===== src/rtl/cla_adder.sv =====
// Registered WIDTH-bit carry-lookahead adder: {cout,sum} <= a + b + cin.
// Ports: clk, rst_n (async low), a, b, cin -> sum, cout, ovf (CLA_OVF_EN only).
module cla_adder #(
  parameter int WIDTH = 4
) (
  input  logic             clk,
  input  logic             rst_n,
  input  logic [WIDTH-1:0] a,
  input  logic [WIDTH-1:0] b,
  input  logic             cin,
  output logic [WIDTH-1:0] sum,
  output logic             cout
`ifdef CLA_OVF_EN
  ,
  output logic             ovf
`endif
);

  localparam int NG = WIDTH / 4;
  localparam int LV = (NG > 1) ? $clog2(NG) : 1;

  logic [WIDTH-1:0] p;
  logic [WIDTH-1:0] g;
  logic [WIDTH-1:0] s;
  logic [WIDTH:0]   c;
  logic [NG-1:0]    gg;
  logic [NG-1:0]    gp;
  logic [NG:0]      gc;

  assign p = a ^ b;
  assign g = a & b;

  for (genvar j = 0; j < NG; j++) begin : grp
    localparam int B = 4 * j;
    logic ci;
    assign ci = gc[j];

    assign c[B]   = ci;
    assign c[B+1] = g[B]
                  | (p[B] & ci);
    assign c[B+2] = g[B+1]
                  | (p[B+1] & g[B])
                  | (p[B+1] & p[B] & ci);
    assign c[B+3] = g[B+2]
                  | (p[B+2] & g[B+1])
                  | (p[B+2] & p[B+1] & g[B])
                  | (p[B+2] & p[B+1] & p[B] & ci);

    assign gp[j] = &p[B+:4];
    assign gg[j] = g[B+3]
                 | (p[B+3] & g[B+2])
                 | (p[B+3] & p[B+2] & g[B+1])
                 | (p[B+3] & p[B+2] & p[B+1] & g[B]);
  end

  // Parallel-prefix tree over group (G,P): after the last level,
  // tg[i]/tp[i] span groups 0..i, so each group carry is one AND-OR.
  for (genvar l = 0; l <= LV; l++) begin : lv
    logic [NG-1:0] tg;
    logic [NG-1:0] tp;
    if (l == 0) begin : base
      assign tg = gg;
      assign tp = gp;
    end else begin : comb
      localparam int D = 1 << (l - 1);
      for (genvar i = 0; i < NG; i++) begin : node
        if (i >= D) begin : mrg
          assign tg[i] = lv[l-1].tg[i]
                       | (lv[l-1].tp[i] & lv[l-1].tg[i-D]);
          assign tp[i] = lv[l-1].tp[i] & lv[l-1].tp[i-D];
        end else begin : cpy
          assign tg[i] = lv[l-1].tg[i];
          assign tp[i] = lv[l-1].tp[i];
        end
      end
    end
  end

  assign gc[0] = cin;
  for (genvar j = 0; j < NG; j++) begin : gcar
    assign gc[j+1] = lv[LV].tg[j] | (lv[LV].tp[j] & cin);
  end

  assign c[WIDTH] = gc[NG];
  assign s        = p ^ c[WIDTH-1:0];

  always_ff @(posedge clk or negedge rst_n) begin
    if (!rst_n) begin
      sum  <= '0;
      cout <= 1'b0;
    end else begin
      sum  <= s;
      cout <= c[WIDTH];
    end
  end

`ifdef CLA_OVF_EN
  always_ff @(posedge clk or negedge rst_n) begin
    if (!rst_n) ovf <= 1'b0;
    else        ovf <= c[WIDTH] ^ c[WIDTH-1];
  end
`endif

endmodule


===== config.mk =====
export PLATFORM = sky130hd
export DESIGN_NAME = cla_adder
export DESIGN_NICKNAME = d
export VERILOG_FILES = /design/src/rtl/cla_adder.sv
export SDC_FILE = /design/constraint.sdc
export NUM_CORES = 1
export LEC_CHECK = 0
export CORE_AREA = 2 2 39 41
export CTS_BUF_LIST = sky130_fd_sc_hd__clkbuf_2 sky130_fd_sc_hd__clkbuf_4 sky130_fd_sc_hd__clkbuf_8
export DETAILED_ROUTE_END_ITERATION = 10
export DIE_AREA = 0 0 41 43
export PLACE_DENSITY_LB_ADDON = 0.3
export SLEW_MARGIN = 40
export SYNTH_ARGS = -nofsm -noshare
export SYNTH_HDL_FRONTEND = slang
export SYNTH_SLANG_ARGS = --single-unit

===== constraint.sdc =====
create_clock -name clk -period 0.8 [get_ports clk]
set_clock_uncertainty 0.05 [all_clocks]
set_input_delay 0.12 -clock clk [delete_from_list [all_inputs] [get_ports clk]]
set_output_delay 0.12 -clock clk [all_outputs]
set_load 0.02 [all_outputs]

==> results of run 1 <==
[sequential cells by signal, indices dropped and copies added, names as in the netlist]
register  flops
sum           4
cout          1
[routing by layer]
layer / track usage [%] / wire length (um) / vias up
met5: 0 / 0 / -
met4: 8.00 / 0 / 0
met2: 13.8 / 306 / 11
met3: 1.57 / 50 / 0
li1: - / - / 115
met1: 6.84 / 173 / 110
[worst max-delay path, delay by kind of cell]
kind	cells	cell delay, ps
AO/OA/AOI/OAI	2	380
adder cells (fa/ha/maj)	1	210
XOR/XNOR	1	160
buffers and inverters	1	110
[how the worst max path moves through the flow]
stage / slack (ps) / cells past startpoint / endpoint / from
4_1_cts: -150 / 5 / cout$_DFF_PN0_ / b[0]
5_1_grt: -150 / 5 / cout$_DFF_PN0_ / b[0]
2_1_floorplan: -230 / 4 / cout$_DFF_PN0_ / a[0]
6_report: -120 / 5 / sum[3]$_DFF_PN0_ / b[2]
3_3_place_gp: -800 / 5 / cout$_DFF_PN0_ / a[0]
3_5_place_dp: -830 / 5 / cout$_DFF_PN0_ / a[0]
[power groups by stage]
stage	Combinational (mW)	Sequential, mW	Clock, mW
2_1_floorplan	0.0928	0.372	0
3_3_place_gp	0.328	0.310	0
3_5_place_dp	0.334	0.313	0
4_1_cts	0.345	0.319	0.332
5_1_grt	0.396	0.321	0.337
6_report	0.357	0.318	0.318
[repair_timing]
action                     CTS  global route
pin swaps                    7             7
hold buffers                 0             0
resized for setup           64             6
setup endpoints to repair   10             9
buffers inserted             1             0
[cells by family after synthesis]
family          after synthesis
compound gates                5
fa+ha+maj                     5
flops                         5
buf+inv                       4
xor+xnor                      3
[metrics by stage]
stage	power, mW	setup TNS, ps	std cells	util (%)	hold slack (ps)
floorplan	0.465	-631	22	-	-226
finish	0.993	-738	60	40.2	54.5
global placement	0.638	-4880	55	35.6	297
global route	1.05	-894	60	40.2	73.5
detailed placement	0.646	-5010	55	35.6	307
CTS	0.995	-825	60	38.0	52.8
[Yosys cell counts]
library cell / n / area (sq um)
dfrtp_1: 5 / 125
xnor2_1: 2 / 17.5
inv_1: 4 / 15.0
a21o_1: 3 / 22.5
xor2_1: 1 / 8.76
a31o_1: 1 / 8.76
fa_1: 1 / 20.0
ha_1: 4 / 50.1
a21oi_1: 1 / 5.00
[area by class of cell]
cell class / count / area share, %
repair buffers: 18 / 30.6
well taps: 16 / 3.60
clock buffers: 4 / 5.39
multi-input cells: 13 / 33.9
flip-flops and latches: 5 / 22.5
inverters: 4 / 4.04
==> results.md, run 1 <==
* Crit path kind: in2reg
* Adder-cell share of the synthesized area at 25.7%
* Max transition margin at 84.7%
* Max Cap Viol at 0
* Multi-input gate area at 189 sq um
* Synth Area in Simple Gates at 0%
* Cts bufs inserted at 3
* Synthesized area at 273 sq um
* Sw Share at 26.9%
* Post-route clock period utilization at 115%
* Synth Area in Compound Gates at 13.3%
* Non-Filler Cell Area, Final at 557 sq um
* First-pass DRT Iterations at 1
* Clock tree buffer depth at 2
* Worst-path clk slew at 40 ps
* P_sw at 0.267 mW
* Die W at 41 um
* Wirelength per Cell at 8.83 um
* Initial antenna violation count at 0
* CP endpoint kind: flop
* # rows at 14
* Worst hold path class: in2async
* Commonest non-fill, non-tap cell in the layout: buf_6
* Root Driver: clkbuf_4
* Largest family of logic cells by synthesized area: adder cells
* Status: finished, violations left
* Placed Area at 493 sq um
* Clock power frac at 32.0%
* DP Worst Slack at -831 ps
* First-pass GRT wire length at 931 um
* Worst EP required at 870 ps
* Endpoints failing setup at 7
* Core area at 0.00138 sq mm
* Total grt overflow at 0
* Nets@finish at 61
* Antenna-violating nets left at 0
* Vias in the first global route at 269
* Critical path data arrival time at 990 ps
* Min Tclk post-route at 923 ps
* Worst setup SP type: input port
* GRT Total Usage at 8.06%
* CP peak stage delay at 210 ps
* Syn Area/Cell at 12.4 sq um
* Mapped Cells at 22
* Layout cells sized above 1 at 59.1%
* Final hold vios at 0
* Pwr dens at 1780 mW/mm^2
* CP Cell Sequence: buf_2 -> ha_4 -> a21o_1 -> a31o_1 -> xor2_1
* Diode count at 0
* Unique masters post-synth at 9
* Sequential share of the synthesized area at 45.9%
* Worst-Margin Slew at 229 ps
* DR iter-0 viols at 0
* Final setup margin at -123 ps
* Reg area at 125 sq um
* Area Overhead vs Synth at 104%
* Max IR drop VDD at 0.516 mV
* CTS H-tree lvls at 1
* Fillers at 129
* Failing checks: negative setup slack
* Vias at 236
* #FFs+latches synth at 5
* Count of pins over their slew limit at 0
* Final WL at 530 um
* Reg power frac at 32.0%
* CTS tree: yes
* Mux cell area share after synthesis at 0%
* Crit-path max FO at 2
* Most frequent cells in the layout: 7 x buf_6, 5 x dfrtp_1, 4 x ha_4, 4 x clkbuf_4, 4 x buf_4
* Die area at 0.00176 sq mm
* Max Fclk at 1.08 GHz
* RSZ-0062 raised after global routing: yes
* Slowest cell on crit path: ha_4
* Final HPWL DP at 454 um
* DRC at 0
* Ports at 16
* Clk sinks at 5
* Via density at 3.93
* Syn_nets at 38
* Die height at 43 um
* PortBufs at 15
* Leakage at 0.277 nW
* Yosys warns at 0
* Int Power at 0.725 mW
* Gp weighted congestion at 0.597
* Combinational power share at 36.0%
* Pin count of the biggest net entering global routing at 6
* XOR/XNOR Fraction of Synth Area at 9.63%
* Initial core utilization at 19.7%
No activity file was read; power rests on OpenSTA's default activity.
==> run 2, diff against run 1 <==
RECOVER_POWER = 50   (was not set)
==> run 2 against run 1 <==
  * The flow still finishes with violations (negative setup slack)
  * Via count unchanged
  * Critical path type unchanged
  * Worst hold slack improved by 71 ps
  * Power decreased by 0.10%
==> results.md, run 2 (synthesis gave the netlist of run 1 again) <==
* Max reg flops at 4 (unchanged)
* Root Driver: clkbuf_4
* Worst-path clk slew at 40 ps (about the same)
* DP Worst Slack at -831 ps (unchanged)
* Layout cells sized above 1 at 59.1% (unchanged)
* CTS H-tree lvls at 1 (unchanged)
* Worst setup SP type: input port
* RSZ-0062 raised after global routing: yes
* Clock tree buffer depth at 2 (unchanged)
* Max Fclk at 1.08 GHz (unchanged)
* # rows at 14 (unchanged)
* Total grt overflow at 0 (unchanged)
* CP peak stage delay at 210 ps (about the same)
* Final Core Density at 40.2% (unchanged)
* Endpoints failing setup at 7 (unchanged)
* Fillers at 129 (unchanged)
* Ports at 16 (unchanged)
* Top reg by flops: sum
* Count of pins over their slew limit at 0 (unchanged)
* Die W at 41 um (unchanged)
* Most frequent cells in the layout: 7 x buf_6, 5 x dfrtp_1, 4 x ha_4, 4 x clkbuf_4, 4 x buf_4
* Status: finished, violations left
* Via density at 3.93 (unchanged)
* Diode count at 0 (unchanged)
* Max IR drop VDD at 0.516 mV (about the same)
* CTS Hold Bufs at 0 (unchanged)
* Commonest non-fill, non-tap cell in the layout: buf_6
* Leakage at 0.277 nW (about the same)
* Reg area at 125 sq um (unchanged)
* Core area at 0.00138 sq mm (unchanged)
* Inst Count DP at 55 (unchanged)
* Area Overhead vs Synth at 104% (unchanged)
* Antenna-violating nets left at 0 (unchanged)
* CP endpoint kind: flop
* Worst-Margin Slew at 233 ps (+4.70 ps)
* Initial antenna violation count at 0 (unchanged)
* Vias in the first global route at 269 (unchanged)
* Gp weighted congestion at 0.597 (unchanged)
* Worst hold path class: in2async
* Slowest cell on crit path: ha_4
* Cts bufs inserted at 3 (unchanged)
* Max transition margin at 84.4% (-0.32 points)
* First-pass DRT Iterations at 1 (unchanged)
* Final HPWL DP at 454 um (unchanged)
* Crit path kind: in2reg
* Final std cells w/o fill at 60 (unchanged)
* Nets@finish at 61 (unchanged)
* Pin count of the biggest net entering global routing at 6 (unchanged)
* CP Cell Sequence: buf_2 -> ha_4 -> a21o_1 -> a31o_1 -> xor2_1
* Post-route clock period utilization at 115% (about the same)
* Largest regs: sum x4, cout x1
* Max Cap Viol at 0 (unchanged)
* Final setup margin at -123 ps (+0.00100 ps)
* Worst EP required at 870 ps (about the same)
* Pwr dens at 1780 mW/mm^2 (-0.10%)
* Clk sinks at 5 (unchanged)
* Vias at 236 (unchanged)
* Die height at 43 um (unchanged)
* GRT Total Usage at 8.06% (unchanged)
* Initial core utilization at 19.7% (unchanged)
* PortBufs at 15 (unchanged)
* Die area at 0.00176 sq mm (unchanged)
* Min Tclk post-route at 923 ps (-0.00100 ps)
* Delay-heaviest family, CP: compound AO/OA/AOI/OAI gates
* Crit-path max FO at 2 (unchanged)
* Worst path depth at 5 (unchanged)
* CTS tree: yes
* DR iter-0 viols at 0 (unchanged)
* DRC at 0 (unchanged)
* Critical path data arrival time at 990 ps (about the same)
* Bufs and invs on worst path at 1 (unchanged)
* Multi-input gate area at 189 sq um (unchanged)
* Final hold vios at 0 (unchanged)
* First-pass GRT wire length at 931 um (unchanged)
* Setup_tns at -738 ps (-0.0760 ps)
* Failing checks: negative setup slack
* Wirelength per Cell at 8.82 um (-0.19%)
* Final WL at 529 um (-0.19%)
==> run 2: cell types whose count changed in the layout (fill, tap and decap cells not counted), sizes merged <==
| cell | before | now |
|---|---|---|
| clkdlybuf4s50 | 1 | 0 |
| dlygate4sd3 | 0 | 1 |
==> run 2: metal layers <==
| layer | vias up | track usage [%] | wire [um] |
|---|---|---|---|
| met1 | 110 | 6.84 | 169 |
| met2 | 11 | 13.8 | 306 |
| li1 | 115 | - | - |
| met3 | 0 | 1.57 | 53 |
| met4 | 0 | 8.00 | 0 |
| met5 | - | 0 | 0 |
==> run 2: layout make-up <==
cell class	instances	share of cell area, %
Clock buffer	4	5.39
Inverter	4	4.04
Multi-Input combinational cell	13	33.9
Sequential cell	5	22.5
Tap cell	16	3.60
Timing Repair Buffer	18	30.6
==> run 2: through the flow <==
stage | area, sq um | hold WS, ps | power, mW
after floorplan | 308 | -226 | 0.465
after global placement | 493 | 297 | 0.638
after detailed placement | 493 | 307 | 0.646
final | 557 | 125 | 0.992
after CTS | 526 | 52.8 | 0.995
after global routing | 557 | 144 | 1.05
==> run 2: path summary, 6_finish.rpt <==
kind,end,start,slack (ps)
worst min-delay path,cout$_DFF_PN0_,rst_n,130
max in group asynchronous,sum[0]$_DFF_PN0_,rst_n,380
worst max-delay path,sum[3]$_DFF_PN0_,b[2],-120
min in group clk,sum[3]$_DFF_PN0_,a[3],190
==> run 2: repair_timing <==
action | 4_1_cts | 5_1_grt
hold endpoints to repair | 0 | 0
setup buffers | 1 | 0
pin swaps | 7 | 7
setup endpoints to repair | 10 | 9
gates resized for setup | 64 | 6
==> run 2: power by group <==
part           internal (mW)  total [mW]  switching [mW]
sequential             0.298       0.318          0.0191
combinational          0.204       0.356           0.152
clock                  0.222       0.318          0.0962
total                  0.724       0.992           0.267
==> run 3, diff against run 2 <==
DONT_BUFFER_PORTS = 1   (was not set)
==> run 3 against run 2 <==
  * Critical path type is now reg2out
  * Largest power group is now sequential cells
  * Cell count down 25%
  * First-iteration DRC count up 1
  * Combinational power down 63%
  * Wire length down 11%
  * The flow still finishes with violations (negative setup slack)
  * Setup slack better by 75 ps
  * Critical path depth down 5
  * Sequential share of layout area up 11 points
  * Highest routed layer unchanged
  * Clock power about the same
  * Via count down 23%
  * Power down 16%
  * Flip-flop and latch count unchanged
==> results.md, run 3 (synthesis gave the netlist of run 1 again) <==
* Hold endpoint: cout$_DFF_PN0_
* First-pass DRT Iterations at 3 (+2)
* # rows at 14 (unchanged)
* Die area at 0.00176 sq mm (unchanged)
* Gp weighted congestion at 0.622 (+4.2%)
* Largest regs: sum x4, cout x1
* First-pass GRT wire length at 759 um (-18%)
* Final WL at 469 um (-11%)
* PortBufs at 0 (-15)
* Critical path data arrival time at 680 ps (-310 ps)
* Count of pins over their slew limit at 0 (unchanged)
* Core area at 0.00138 sq mm (unchanged)
* Post-route clock period utilization at 106% (-9.4 points)
* Commonest non-fill, non-tap cell in the layout: dfrtp_2
* Root Driver: clkbuf_4
* Ports at 16 (unchanged)
* Max transition margin at 85.4% (+1.0 points)
* CTS tree: yes
* Crit path kind: reg2out
* Worst Hold Depth at 2
* Vias in the first global route at 218 (-19%)
* Pwr dens at 2130 mW/mm^2 (+20%)
* Wirelength per Cell at 10.4 um (+18%)
* Leakage at 0.182 nW (-34%)
* Status: finished, violations left
* Cts bufs inserted at 3 (unchanged)
* Worst hold path class: in2reg
* Endpoints failing setup at 6 (-1)
* CTS H-tree lvls at 1 (unchanged)
* DRC at 0 (unchanged)
* Vias at 181 (-23%)
* RSZ-0062 raised after global routing: yes
* Most frequent cells in the layout: 5 x dfrtp_2, 4 x clkbuf_4, 3 x inv_1, 3 x a21o_1
* Die height at 43 um (unchanged)
* Pin count of the biggest net entering global routing at 6 (unchanged)
* Total grt overflow at 0 (unchanged)
* Worst EP required at 630 ps (-240 ps)
* Worst setup SP type: flop
* Diode count at 0 (unchanged)
* Max Fclk at 1.18 GHz (+8.8%)
* Initial antenna violation count at 0 (unchanged)
* Clk sinks at 5 (unchanged)
* Antenna-violating nets left at 0 (unchanged)
* Die W at 41 um (unchanged)
* GRT Total Usage at 6.90% (-1.2 points)
* Area Overhead vs Synth at 42.7%
* Crit-path max FO at 1 (-1)
* Setup_tns at -227 ps (+511 ps)
* CP endpoint kind: output port
* Max reg flops at 4 (unchanged)
* Max IR drop VDD at 0.315 mV (-39%)
* Clock tree buffer depth at 2 (unchanged)
* Initial core utilization at 19.7% (unchanged)
* Post-CTS setup buffer count at 0 (-1)
* Failing checks: negative setup slack
* DR iter-0 viols at 1 (+1)
* Worst-Margin Slew at 218 ps (-15.4 ps)
* Worst-path clk slew at 40 ps (about the same)
* Max Cap Viol at 0 (unchanged)
* Power consumption at 0.830 mW (-16%)
* Final hold vios at 0 (unchanged)
* Final setup margin at -47.6 ps (+74.9 ps)
* Fillers at 149 (+16%)
* Nets@finish at 46 (-25%)
* Top reg by flops: sum
* Min Tclk post-route at 848 ps (-74.9 ps)
* Via density at 4.02 (+2.3%)
* Layout cells sized above 1 at 51.7% (-7.4 points)
* Hold_sp: b[3]
## run 3: cell types whose count changed in the layout (fill, tap and decap cells not counted), sizes merged
cell,previous run,this run
dlygate4sd2,1,0
dlymetal6s2s,1,0
buf,15,2
## run 3: final cells by class
cell class              count  area, sq um  area share (%)
multi-input cells          13          160            41.2
flip-flops and latches      5          131            33.8
clock buffers               4         30.0            7.72
repair buffers              3         25.0            6.43
inverters                   4         22.5            5.79
well taps                  16         20.0            5.14
## run 3: stage by stage
stage | setup slack (ps) | std cells | hold slack (ps) | util [%] | instance area, sq um
after floorplan | -232 | 22 | -226 | - | 308
after global placement | -262 | 40 | -225 | 24.8 | 343
after detailed placement | -273 | 40 | -225 | 24.8 | 343
after CTS | -59.9 | 45 | 63.4 | 27.8 | 384
after global routing | -71.7 | 45 | 69.7 | 28.1 | 389
final | -47.6 | 45 | 64.8 | 28.1 | 389
## run 3: how the worst max path moves through the flow
| stage | slack, ps | start | to | cells past startpoint |
|---|---|---|---|---|
| floorplan | -230 | a[0] | cout$_DFF_PN0_ | 4 |
| global placement | -260 | a[0] | cout$_DFF_PN0_ | 4 |
| detailed placement | -270 | a[0] | cout$_DFF_PN0_ | 4 |
| CTS | -60 | sum[2]$_DFF_PN0_ | sum[2] | 0 |
| global route | -70 | sum[2]$_DFF_PN0_ | sum[2] | 0 |
| finish | -50 | sum[2]$_DFF_PN0_ | sum[2] | 0 |
## run 3: repair_timing
action                                  4_1_cts  5_1_grt
hold endpoints to repair                      5        0
hold buffers                                  1        0
resized for setup                             1        4
pin swaps                                     2        1
endpoints found under the setup margin        7        7
## run 3: report_power, final
group          switching, mW  total [mW]  leakage (nW)  internal (mW)
Sequential            0.0734       0.381        0.0536          0.308
Clock                 0.0971       0.319        0.0184          0.222
Combinational         0.0542       0.130         0.110         0.0754
## run 3: metal layers
layer,track usage (%),part of all wire [%]
met3,0,8.1
met1,6.98,36
met5,0,0
met4,10.0,0
met2,10.0,56
